`src/rtl/reg_file_sb.sv`:
```
// Parametrised register file with write bypass, per-register scoreboard
// and a multi-cycle clear sweep.
module reg_file_sb #(
    parameter int DATA_WIDTH = 8,
    parameter int ADDR_WIDTH = 3,
    parameter int ZERO_REG   = 0
) (
    input  logic                  CLK,
    input  logic                  RESET,
    input  logic [DATA_WIDTH-1:0] IN,
    input  logic [ADDR_WIDTH-1:0] INADDRESS,
    input  logic                  WRITE,
    input  logic                  BUSYWAIT,
    input  logic                  RESERVE,
    input  logic [ADDR_WIDTH-1:0] RESADDRESS,
    input  logic                  CLEAR,
    input  logic [ADDR_WIDTH-1:0] OUT1ADDRESS,
    input  logic [ADDR_WIDTH-1:0] OUT2ADDRESS,
    output logic [DATA_WIDTH-1:0] OUT1,
    output logic [DATA_WIDTH-1:0] OUT2,
    output logic                  STALL,
    output logic                  CLEAR_BUSY
);

    localparam int DEPTH = 1 << ADDR_WIDTH;
    localparam logic [ADDR_WIDTH-1:0] LAST = ADDR_WIDTH'(DEPTH - 1);

    typedef enum logic {IDLE, SWEEP} state_t;

    state_t                  state;
    state_t                  state_nxt;
    logic [ADDR_WIDTH-1:0]   cnt;
    logic [DATA_WIDTH-1:0]   regs [DEPTH];
    logic [DEPTH-1:0]        pending;

    logic wr_ok;
    logic rs_ok;
    logic bypass1;
    logic bypass2;
    logic zero1;
    logic zero2;

    assign CLEAR_BUSY = (state == SWEEP);

    // Register 0 is simply never written or reserved when hardwired.
    assign wr_ok = WRITE & ~BUSYWAIT & ~CLEAR_BUSY & ~RESET &
                   ~((ZERO_REG != 0) && (INADDRESS == '0));
    assign rs_ok = RESERVE & ~BUSYWAIT & ~CLEAR_BUSY & ~RESET &
                   ~((ZERO_REG != 0) && (RESADDRESS == '0));

    assign bypass1 = wr_ok & (INADDRESS == OUT1ADDRESS);
    assign bypass2 = wr_ok & (INADDRESS == OUT2ADDRESS);
    assign zero1   = (ZERO_REG != 0) && (OUT1ADDRESS == '0);
    assign zero2   = (ZERO_REG != 0) && (OUT2ADDRESS == '0);

    always_comb begin
        OUT1 = regs[OUT1ADDRESS];
        OUT2 = regs[OUT2ADDRESS];
        if (bypass1) OUT1 = IN;
        if (bypass2) OUT2 = IN;
        if (zero1)   OUT1 = '0;
        if (zero2)   OUT2 = '0;
    end

    assign STALL = (pending[OUT1ADDRESS] & ~bypass1) |
                   (pending[OUT2ADDRESS] & ~bypass2) |
                   CLEAR_BUSY;

    always_comb begin
        state_nxt = state;
        unique case (state)
            IDLE:  if (CLEAR) state_nxt = SWEEP;
            SWEEP: if (cnt == LAST) state_nxt = IDLE;
            default: state_nxt = IDLE;
        endcase
    end

    always_ff @(posedge CLK) begin
        if (RESET) begin
            state   <= IDLE;
            cnt     <= '0;
            pending <= '0;
            for (int i = 0; i < DEPTH; i++) regs[i] <= '0;
        end else begin
            state <= state_nxt;
            if (state == SWEEP) begin
                regs[cnt]    <= '0;
                pending[cnt] <= 1'b0;
                cnt          <= cnt + 1'b1;
            end else if (CLEAR) begin
                cnt <= '0;
            end
            if (wr_ok) begin
                regs[INADDRESS]    <= IN;
                pending[INADDRESS] <= 1'b0;
            end
            // Reserve after write so a same-address pair leaves it pending.
            if (rs_ok) pending[RESADDRESS] <= 1'b1;
        end
    end

endmodule

```
`config.mk`:
```
export PLATFORM = sky130hd
export DESIGN_NAME = reg_file_sb
export DESIGN_NICKNAME = d
export VERILOG_FILES = /design/src/rtl/reg_file_sb.sv
export SDC_FILE = /design/constraint.sdc
export NUM_CORES = 1
export LEC_CHECK = 0
export ABC_CLOCK_PERIOD_IN_PS = 3400
export CAP_MARGIN = 20
export CORE_UTILIZATION = 58
export DETAILED_ROUTE_END_ITERATION = 10
export PLACE_DENSITY_LB_ADDON = 0.3
export SYNTH_ARGS = -nofsm -noshare
export SYNTH_HDL_FRONTEND = slang
export SYNTH_SLANG_ARGS = --single-unit
```
`constraint.sdc`:
```
create_clock -name CLK -period 3.4 [get_ports CLK]
set_input_delay 0.68 -clock CLK [delete_from_list [all_inputs] [get_ports CLK]]
set_output_delay 0.68 -clock CLK [all_outputs]
set_load 0.005 [all_outputs]
```
==> results of run 1 <==
-- per-layer routing --
metal / vias to the layer above / part of all wire / wire (µm)
li1: 1492 / - / -
met1: 1673 / 0.40 / 4730
met2: 200 / 0.50 / 5910
met3: 30 / 0.080 / 952
met4: 0 / 0.023 / 274
met5: - / 0 / 0
-- cell type report --
type	count	area [µm²]	share of cell area
sequential	76	2160	0.381
inverter	3	11.3	0.00199
tap	102	128	0.0225
clock buffer	9	124	0.0219
timing repair buffer	85	828	0.146
clock inverter	7	66.3	0.0117
multi-input combinational	227	2350	0.414
-- registers in the layout, indices dropped and copies added, names as in the netlist --
signal,flops
regs,64
pending,8
cnt,3
CLEAR_BUSY,1
-- cells by family after synthesis --
logic type,after synthesis
DFF,76
muxes,74
AOI/OAI and AO/OA,31
and+or+nand+nor,114
xor gates and xnor gates,6
adders and majority gates,2
buffers and inverters,35
-- placed cells by master, fill, tap and decap left out, drive strengths merged, types with 4 or more instances in the layout --
| master | instances |
|---|---|
| edfxtp | 64 |
| nor3 | 64 |
| buf | 42 |
| mux2 | 37 |
| mux4 | 36 |
| clkdlybuf4s50 | 35 |
| dfxtp | 12 |
| nand2 | 11 |
| a21oi | 11 |
| clkbuf | 9 |
| o21bai | 9 |
| nor2 | 7 |
| o311ai | 6 |
| xnor2 | 6 |
| nand4 | 4 |
| nand2b | 4 |
| nand4b | 4 |
| dlygate4sd2 | 4 |
| inv | 4 |
| nor4b | 4 |
-- critical path, cell delays in order --
cell and delay [ns]:
clkdlybuf4s15_2 0.29, buf_12 0.18, mux4_2 0.51, mux2_2 0.29, mux2_2 0.26, clkdlybuf4s50_1 0.45
-- per-stage QoR --
stage	setup TNS (ns)	util	instance area, µm²	instances
final	0	0.730	5670	509
after global routing	0	0.730	5670	509
after CTS	0	0.727	5650	509
after detailed placement	-3.22	0.692	5370	489
after global placement	-2.89	0.692	5370	489
after floorplan	0	-	4670	338
-- report_power, final --
part | leakage [nW] | total, mW | switching, mW | internal, mW
logic | 1.03 | 0.384 | 0.171 | 0.213
registers | 0.761 | 1.06 | 0.0235 | 1.04
clock network | 0.0869 | 0.667 | 0.333 | 0.334
-- final timing paths --
| kind | startpoint | cells past startpoint | slack (ns) | endpoint |
|---|---|---|---|---|
| setup / recovery | OUT2ADDRESS[0] | 6 | 0.05 | OUT2[3] |
| hold reg to reg | pending[6]$_SDFF_PP0_ | 2 | 0.53 | pending[6]$_SDFF_PP0_ |
| setup reg to reg | CLEAR_BUSY$_SDFF_PP0_ | 5 | 0.96 | regs[7][6]$_SDFFCE_PN0P_ |
| hold / removal | pending[6]$_SDFF_PP0_ | 2 | 0.53 | pending[6]$_SDFF_PP0_ |
-- cell usage after synthesis --
| master | number |
|---|---|
| edfxtp_1 | 64 |
| nor3_1 | 40 |
| mux4_2 | 36 |
| mux2_2 | 34 |
| nor3_2 | 24 |
| clkbuf_1 | 15 |
| dfxtp_1 | 12 |
| a21oi_1 | 11 |
| nand2_1 | 11 |
| o21bai_1 | 9 |
| nor2_1 | 7 |
| buf_2 | 6 |
| o311ai_0 | 6 |
| xnor2_1 | 6 |
| buf_6 | 5 |
| buf_1 | 4 |
| nand2b_1 | 4 |
| nand4_1 | 4 |
| nand4b_1 | 4 |
| inv_1 | 3 |
| mux2_4 | 3 |
| nand3_1 | 3 |
| nand3b_1 | 3 |
| nor2b_1 | 3 |
| nor4b_1 | 3 |
| a311o_1 | 2 |
| buf_4 | 2 |
| ha_1 | 2 |
| nor3b_1 | 2 |
| or4bb_1 | 2 |
| a211oi_1 | 1 |
| a21o_1 | 1 |
| a221o_1 | 1 |
| mux2i_4 | 1 |
| nand4bb_1 | 1 |
| nor4b_2 | 1 |
| nor4bb_1 | 1 |
| or4b_4 | 1 |
-- what timing repair did --
item,in CTS,in global routing
setup buffers,2,0
cloned,2,0
endpoints found under the setup margin,17,17
resized for setup,12,8
hold endpoints to repair,0,0
==> run_results.csv, run 1 <==
group,metric,value,unit
status,outcome,"finished clean",
logic_synthesis,syn-num-nets,366,
pwr,total_power,2.12,mW
logic_synthesis,ys_warn_count,0,
global_route,grt_pass1_wl,18600,µm
job,cap_violations,0,
sta,period_share,0.985,
setup_path,worst_setup_path_end_kind,"output pin",
sta,worst_pin_slew,0.872,ns
placed_design,io_buffers,43,
sta,setup_ws,0.0514,ns
placed_design,place.gp.congestion,0.798,
global_route,antenna_found_initial,0,
route,via_per_inst,6.67,
clock_network,clock_latency,0.34,ns
logic_synthesis,synth_top_area_frac,0.412,
logic_synthesis,synthMuxAreaShare,0.270,
pwr,vdd_drop_max,287,µV
global_route,grt_pass1_vias,3395,
clock_network,numCtsBuffers,9,
clock_network,cts-root-buf,"clkbuf_8",
clock_network,cts_tree,"yes",
route,routed_wl,11900,µm
setup_path,startpoint_type,"primary input",
route,vias,3395,
final_layout,fill_cells,550,
setup_path,cp.required,2.72,ns
logic_synthesis,synth_compound_area_frac,0.0472,
sta,skew,0.00500,ns
die,dieArea,8410,µm²
sta,slew_headroom,0.418,
die,initial_core_util,0.601,
setup_path,cp_max_fo,9,
logic_synthesis,synthesis.area,4670,µm²
final_layout,fin_nets,430,
sta,fmax,299,MHz
sta,period_minus_slack,3.35,ns
global_route,grt_usage,0.299,
logic_synthesis,synth_cell_types,38,
clock_network,cts.htree.levels,3,
final_layout,n_antenna_cell,0,
hold_path,worst_hold_path_type,"reg2reg",
route,first_iter_violations,268,
sta,fin_hold_ws,0.534,ns
die,io_pins,44,
logic_synthesis,synth_xor_area_frac,0.0113,
global_route,grt_use_met2,0.474,
setup_path,worstSetupPathType,"in2out",
pwr,p_per_area,373,nW/µm²
sta,setup_viol,0,
global_route,grt_max_degree,25,
route,routedWlPerCell,23.3,µm
logic_synthesis,yosys.area_share.simple,0.163,
die,dieHeight,91.7,µm
die,num_rows,32,
global_route,busiest_layer,"met2",
final_layout,area_delta_synth_final,21.4,%
sta,hold_viol,0,
sta,drv_slew,0,
clock_network,clk_path_buf_depth,2,
final_layout,drive_above_1_share,0.396,
logic_synthesis,synth_top_family_by_area,"multiplexers",
route,route.detailed.drc,0,
global_route,grt_overflow_total,0,
logic_synthesis,yosys_register_bits,76,
clock_network,path_clk_slew,0.08,ns
logic_synthesis,synth_area_leaders,"edfxtp_1 41%, mux4_2 17%, mux2_2 8.2%",
clock_network,cts.sinks,76,
die,fp.dieW,91.7,µm
route,route.antenna.remaining_nets,0,
logic_synthesis,yosysSeqAreaShare,0.463,
logic_synthesis,synth.avg_cell_area,13.8,µm²
global_route,use_met1,0.417,
clock_network,hold_buffers,0,
route,dr.pass1.iters,5,
logic_synthesis,synth_fa_ha_area_frac,0.00536,
logic_synthesis,yosys.area.top_type,"edfxtp_1",
logic_synthesis,synthCells,338,
global_route,grt_util_met3,0.0539,
sta,rsz0062_at_grt,"no",
setup_path,arrival,2.67,ns
placed_design,dp_slack,-0.221,ns
pwr,leakage,1.88,nW
die,core-area,7770,µm²
placed_design,dp_hpwl,8020,µm
(Power assumes the default switching activity.)
==> run 2: changes to the inputs <==
CORE_MARGIN = 4   (was default)
==> run 2 against run 1 <==
  * Highest routed layer unchanged
  * Largest power group unchanged
  * First-iteration DRC count increased by 15%
  * Register-to-register slack improved by 0.08 ns
  * Maximum frequency increased by 0.49%
  * Setup slack improved by 0.016 ns
  * Critical path depth unchanged
  * Cell area increased by 1.1%
  * Sequential power about the same
==> run_results.csv, run 2 (same netlist as run 1, synthesis figures left out) <==
group,metric,value,unit
status,outcome,"finished clean",
sta,slew_headroom,0.589,
clock_network,post_cts_buffers,0,
clock_network,cts_tree,"yes",
final_layout,regMostFlops,"regs",
final_layout,final_cell_mix,"64 x edfxtp_1, 40 x nor3_1, 36 x mux4_2, 36 x clkdlybuf4s50_1",
setup_path,worstPathCellList,"clkdlybuf4s15_2, buf_12, mux4_2, mux2_2, mux2_2, clkdlybuf4s50_1",
placed_design,postPlaceCellArea,5380,µm²
setup_path,arrival,2.65,ns
final_layout,n_antenna_cell,0,
sta,worst_pin_slew,0.615,ns
clock_network,path_clk_slew,0.09,ns
die,initial_core_util,0.601,
sta,fin_tns_setup,0,ns
final_layout,final_common_cell,"edfxtp_1",
setup_path,worst_setup_path_end_kind,"output pin",
setup_path,path_depth,6,
final_layout,drive_above_1_share,0.392,
route,first_iter_violations,308,
die,dieArea,9550,µm²
final_layout,fill_cells,539,
route,route.detailed.drc,0,
clock_network,cts-root-buf,"clkbuf_8",
sta,period_minus_slack,3.33,ns
sta,setup_viol,0,
setup_path,path_common_cell,"mux2_2",
placed_design,dp_hpwl,8180,µm
placed_design,dp_slack,-0.235,ns
hold_path,worst_hold_path_type,"reg2reg",
setup_path,slowest_delay,0.53,ns
clock_network,clk_path_buf_depth,2,
sta,period_share,0.980,
setup_path,cp.required,2.72,ns
global_route,grt_max_degree,25,
sta,drv_slew,0,
setup_path,slowest_stage,"mux4_2",
job,cap_violations,0,
pwr,vdd_drop_max,281,µV
final_layout,top_regs,"regs x64, pending x8, cnt x3",
clock_network,hold_buffers,0,
setup_path,timing.rr.start,"CLEAR_BUSY$_SDFF_PP0_",
die,num_rows,32,
sta,hold_viol,0,
placed_design,io_buffers,43,
clock_network,cts.htree.levels,3,
die,io_pins,44,
setup_path,worst-r2r-cell-count,5,
pwr,p_per_area,408,nW/µm²
setup_path,cp-startpoint,"OUT2ADDRESS[0]",
die,fp.dieW,97.7,µm
final_layout,register_area,2160,µm²
global_route,antenna_found_initial,0,
route,routed_wl,11800,µm
setup_path,r2r_slack,1.04,ns
sta,fmax,300,MHz
die,core-area,7770,µm²
route,dr.pass1.iters,4,
global_route,grt_pass1_wl,18800,µm
die,dieHeight,97.7,µm
clock_network,clock_latency,0.36,ns
global_route,grt_usage,0.257,
final_layout,fin_nets,431,
setup_path,crit_family,"multiplexers",
setup_path,cp_max_fo,9,
sta,rsz0062_at_grt,"no",
sta,setup_ws,0.0677,ns
setup_path,startpoint_type,"primary input",
setup_path,cp.buffers_inverters,3,
route,routedWlPerCell,23.2,µm
pwr,total_power,2.34,mW
final_layout,area_delta_synth_final,22.8,%
final_layout,multiInputGateArea,2340,µm²
final_layout,design_area,5730,µm²
route,route.antenna.remaining_nets,0,
global_route,grt_pass1_vias,3442,
clock_network,numCtsBuffers,9,
setup_path,crit_path_end,"OUT2[2]",
placed_design,place.gp.congestion,0.827,
setup_path,worstSetupPathType,"in2out",
setup_path,r2r_end,"regs[4][6]$_SDFFCE_PN0P_",
sta,skew,0.0131,ns
final_layout,largest_reg_flops,64,
global_route,grt_overflow_total,0,
clock_network,cts.sinks,76,
pwr,leakage,1.91,nW
route,vias,3378,
route,via_per_inst,6.62,
==> run 2: timing repair <==
item	4_1_cts	5_1_grt
gates cloned	3	0
endpoints found under the setup margin	17	14
resized for setup	13	8
==> run 2: worst min path at each step <==
| stage | startpoint | endpoint | cells after the start |
|---|---|---|---|
| final | pending[2]$_SDFF_PP0_ | pending[2]$_SDFF_PP0_ | 2 |
| after CTS | pending[6]$_SDFF_PP0_ | pending[6]$_SDFF_PP0_ | 2 |
| after global placement | pending[7]$_SDFF_PP0_ | pending[7]$_SDFF_PP0_ | 2 |
| after detailed placement | pending[6]$_SDFF_PP0_ | pending[6]$_SDFF_PP0_ | 2 |
| after floorplan | pending[2]$_SDFF_PP0_ | pending[2]$_SDFF_PP0_ | 2 |
| after global routing | pending[2]$_SDFF_PP0_ | pending[2]$_SDFF_PP0_ | 2 |
==> run 2: power by group <==
group | internal (mW) | switching [mW]
clock network | 0.560 | 0.332
logic | 0.214 | 0.171
registers | 1.04 | 0.0226
total | 1.81 | 0.525
==> run 2: metal layers <==
layer / global-route usage / vias to the layer above / wire (µm)
li1: - / 1497 / -
met1: 0.344 / 1664 / 4710
met2: 0.416 / 183 / 5840
met3: 0.0445 / 34 / 919
met4: 0.109 / 0 / 368
met5: 0 / - / 0
==> run 2: worst reg2reg max path: cells and delay by family, from the launching register on <==
| kind | cells | cell delay (ns) |
|---|---|---|
| AO/OA/AOI/OAI | 1 | 0.25 |
| flip-flops | 1 | 0.34 |
| AND/OR/NAND/NOR | 1 | 0.61 |
| buffers and inverters | 2 | 0.40 |
| multiplexers | 1 | 0.46 |
==> run 2: cell type report <==
| type | count | area share |
|---|---|---|
| Timing Repair Buffer | 86 | 0.146 |
| Sequential cell | 76 | 0.377 |
| Clock buffer | 11 | 0.0229 |
| Clock inverter | 5 | 0.0216 |
| Multi-Input combinational cell | 227 | 0.408 |
| Inverter | 3 | 0.00196 |
| Tap cell | 102 | 0.0223 |
==> run 2: per-stage QoR <==
stage / std cells / hold slack [ns] / util
finish: 510 / 0.530 / 0.738
CTS: 509 / 0.517 / 0.736
global placement: 490 / 0.496 / 0.693
global route: 510 / 0.547 / 0.738
floorplan: 338 / 0.473 / -
detailed placement: 490 / 0.505 / 0.693
==> RTL change, RTL diff (config.mk and constraints of run 1) <==
Change the parameter `ZERO_REG` from 0 to 1.
--- a/src/rtl/reg_file_sb.sv
+++ b/src/rtl/reg_file_sb.sv
@@ -3,7 +3,7 @@
 module reg_file_sb #(
     parameter int DATA_WIDTH = 8,
     parameter int ADDR_WIDTH = 3,
-    parameter int ZERO_REG   = 0
+    parameter int ZERO_REG   = 1
 ) (
     input  logic                  CLK,
     input  logic                  RESET,
Behaviour: not the same (Yosys sat finds a counterexample within 4 cycles, from zero or initial values and one cycle with RESET high).
==> RTL change against run 1 <==
  * The run now ends with setup timing left
  * Worst setup slack worse by 83 ps
  * Sequential cell count stayed put
  * Wire length is 8.8% higher
  * Final area hardly changed
  * Total power is 0.37% lower
  * Synthesized cell count is 7.7% higher
  * Count of clock-buffer cells in the layout is 1 higher
  * Synthesized area is 3.5% lower
  * Critical path type unchanged
  * Largest cell class unchanged
  * Highest routed layer unchanged
==> RTL change: results (changes against run 1) <==
Outcome
  – Outcome: finished with violations (was completed)
  – Failing checks: setup timing

Power
  – Combinational logic power: 405 uW (was 384 uW)
  – Leakage: 2.081 nW (was 1.877 nW)
  – P_sw: 579.5 uW (was 527.0 uW)
  – Worst vdd ir: 0.2304 mV (was 0.2868 mV)

Final layout
  – Sequential share of cell area: 0.3813 (was 0.3815)
  – Post-route cell area: 5670 um^2 (was 5668 um^2)
  – Share of layout cells above drive strength 1: 0.2829 (was 0.3956)
  – Nets: 479 (was 430)
  – Synth-to-layout area growth: 25.89% (was 21.42%)
  – Multi-input combinational area share: 0.4091 (was 0.4143)
  – Filler cells: 471 (was 550)
  – Comb_multi_in: 264 (was 227)
  – NonClk Buf Share: 0.1562 (was 0.1461)
  – Inverters excl. clock: 1 (was 3)
  – # clk buffers: 10 (was 9)

Critical path
  – CP startpoint: WRITE (was OUT2ADDRESS[0])
  – Crit path max-delay cell type: clkdlybuf4s50_1 (was mux4_2)
  – Max stage delay on crit path: 550 ps (was 510 ps)
  – RR Endpoint: regs[7][3]$_SDFFCE_PN0P_ (was regs[7][6]$_SDFFCE_PN0P_)
  – Top delay family on crit path: buffers and inverters (was multiplexers)
  – Critical Path End: OUT1[3] (was OUT2[3])
  – Peak fanout along the critical path: 4 (was 9)

STA
  – Min Hold Slack: 490.1 ps (was 534.1 ps)
  – Final Setup Violations: 1 (was 0)
  – Worst Skew: 7.787 ps (was 4.998 ps)
  – Worst Setup Slack, final: -31.59 ps (was 51.35 ps)

Worst hold path
  – WHS Endpoint: pending[0]$_SDFF_PP0_ (was pending[6]$_SDFF_PP0_)
  – Min-delay src: pending[0]$_SDFF_PP0_ (was pending[6]$_SDFF_PP0_)

Logic synthesis
  – Post-synthesis xor/xnor area fraction: 0.01167 (was 0.01126)
  – Synth top area cells: edfxtp_1 (43%), mux4_2 (18%), dfxtp_1 (5.3%) (was edfxtp_1 (41%), mux4_2 (17%), mux2_2 (8.2%))
  – Cells after synthesis: 364 (was 338)
  – Compound-Gate Fraction of Synth Area: 0.1019 (was 0.04717)

Global route
  – Largest net degree at the start of global routing: 20 (was 25)
  – GRT Overall Usage: 0.3233 (was 0.2990)

Routing
  – 1st-iter DRT viols: 474 (was 268)

Place
  – Post-detail-place hpwl: 8.765 mm (was 8.024 mm)
  – GP Congestion: 1.047 (was 0.7978)
  – Area of placed instances: 5235 um^2 (was 5374 um^2)
  – Place WS: -261.7 ps (was -220.9 ps)
[RTL change: cell count changes in the layout (fill, tap and decap cells not counted), moves of 7 or more]
cell / run 1 / this run
a21oi_1: 11 / 21
buf_4: 34 / 45
nor2_1: 7 / 38
nor3_2: 24 / 0
mux2_2: 34 / 2
mux2i_1: 0 / 17
dlygate4sd2_1: 4 / 15
and2_1: 0 / 25
o31ai_1: 0 / 11
conb_1: 0 / 8
nor3_1: 40 / 9
clkdlybuf4s50_1: 35 / 26
o21bai_1: 8 / 1
nand2_1: 11 / 21
[RTL change: repair_timing]
| item | CTS | global route |
|---|---|---|
| endpoints found under the setup margin | 17 | 3 |
| buffers inserted | 7 | 14 |
| gates cloned | 1 | 0 |
| gates resized for setup | 38 | 6 |
| pin swaps | 2 | 3 |
[RTL change: layer usage]
layer	vias up	global-route usage	share of wire
li1	1574	-	-
met1	1786	0.3928	0.36
met2	282	0.5687	0.51
met3	71	0.04822	0.074
met4	0	0.1492	0.051
met5	-	0	0
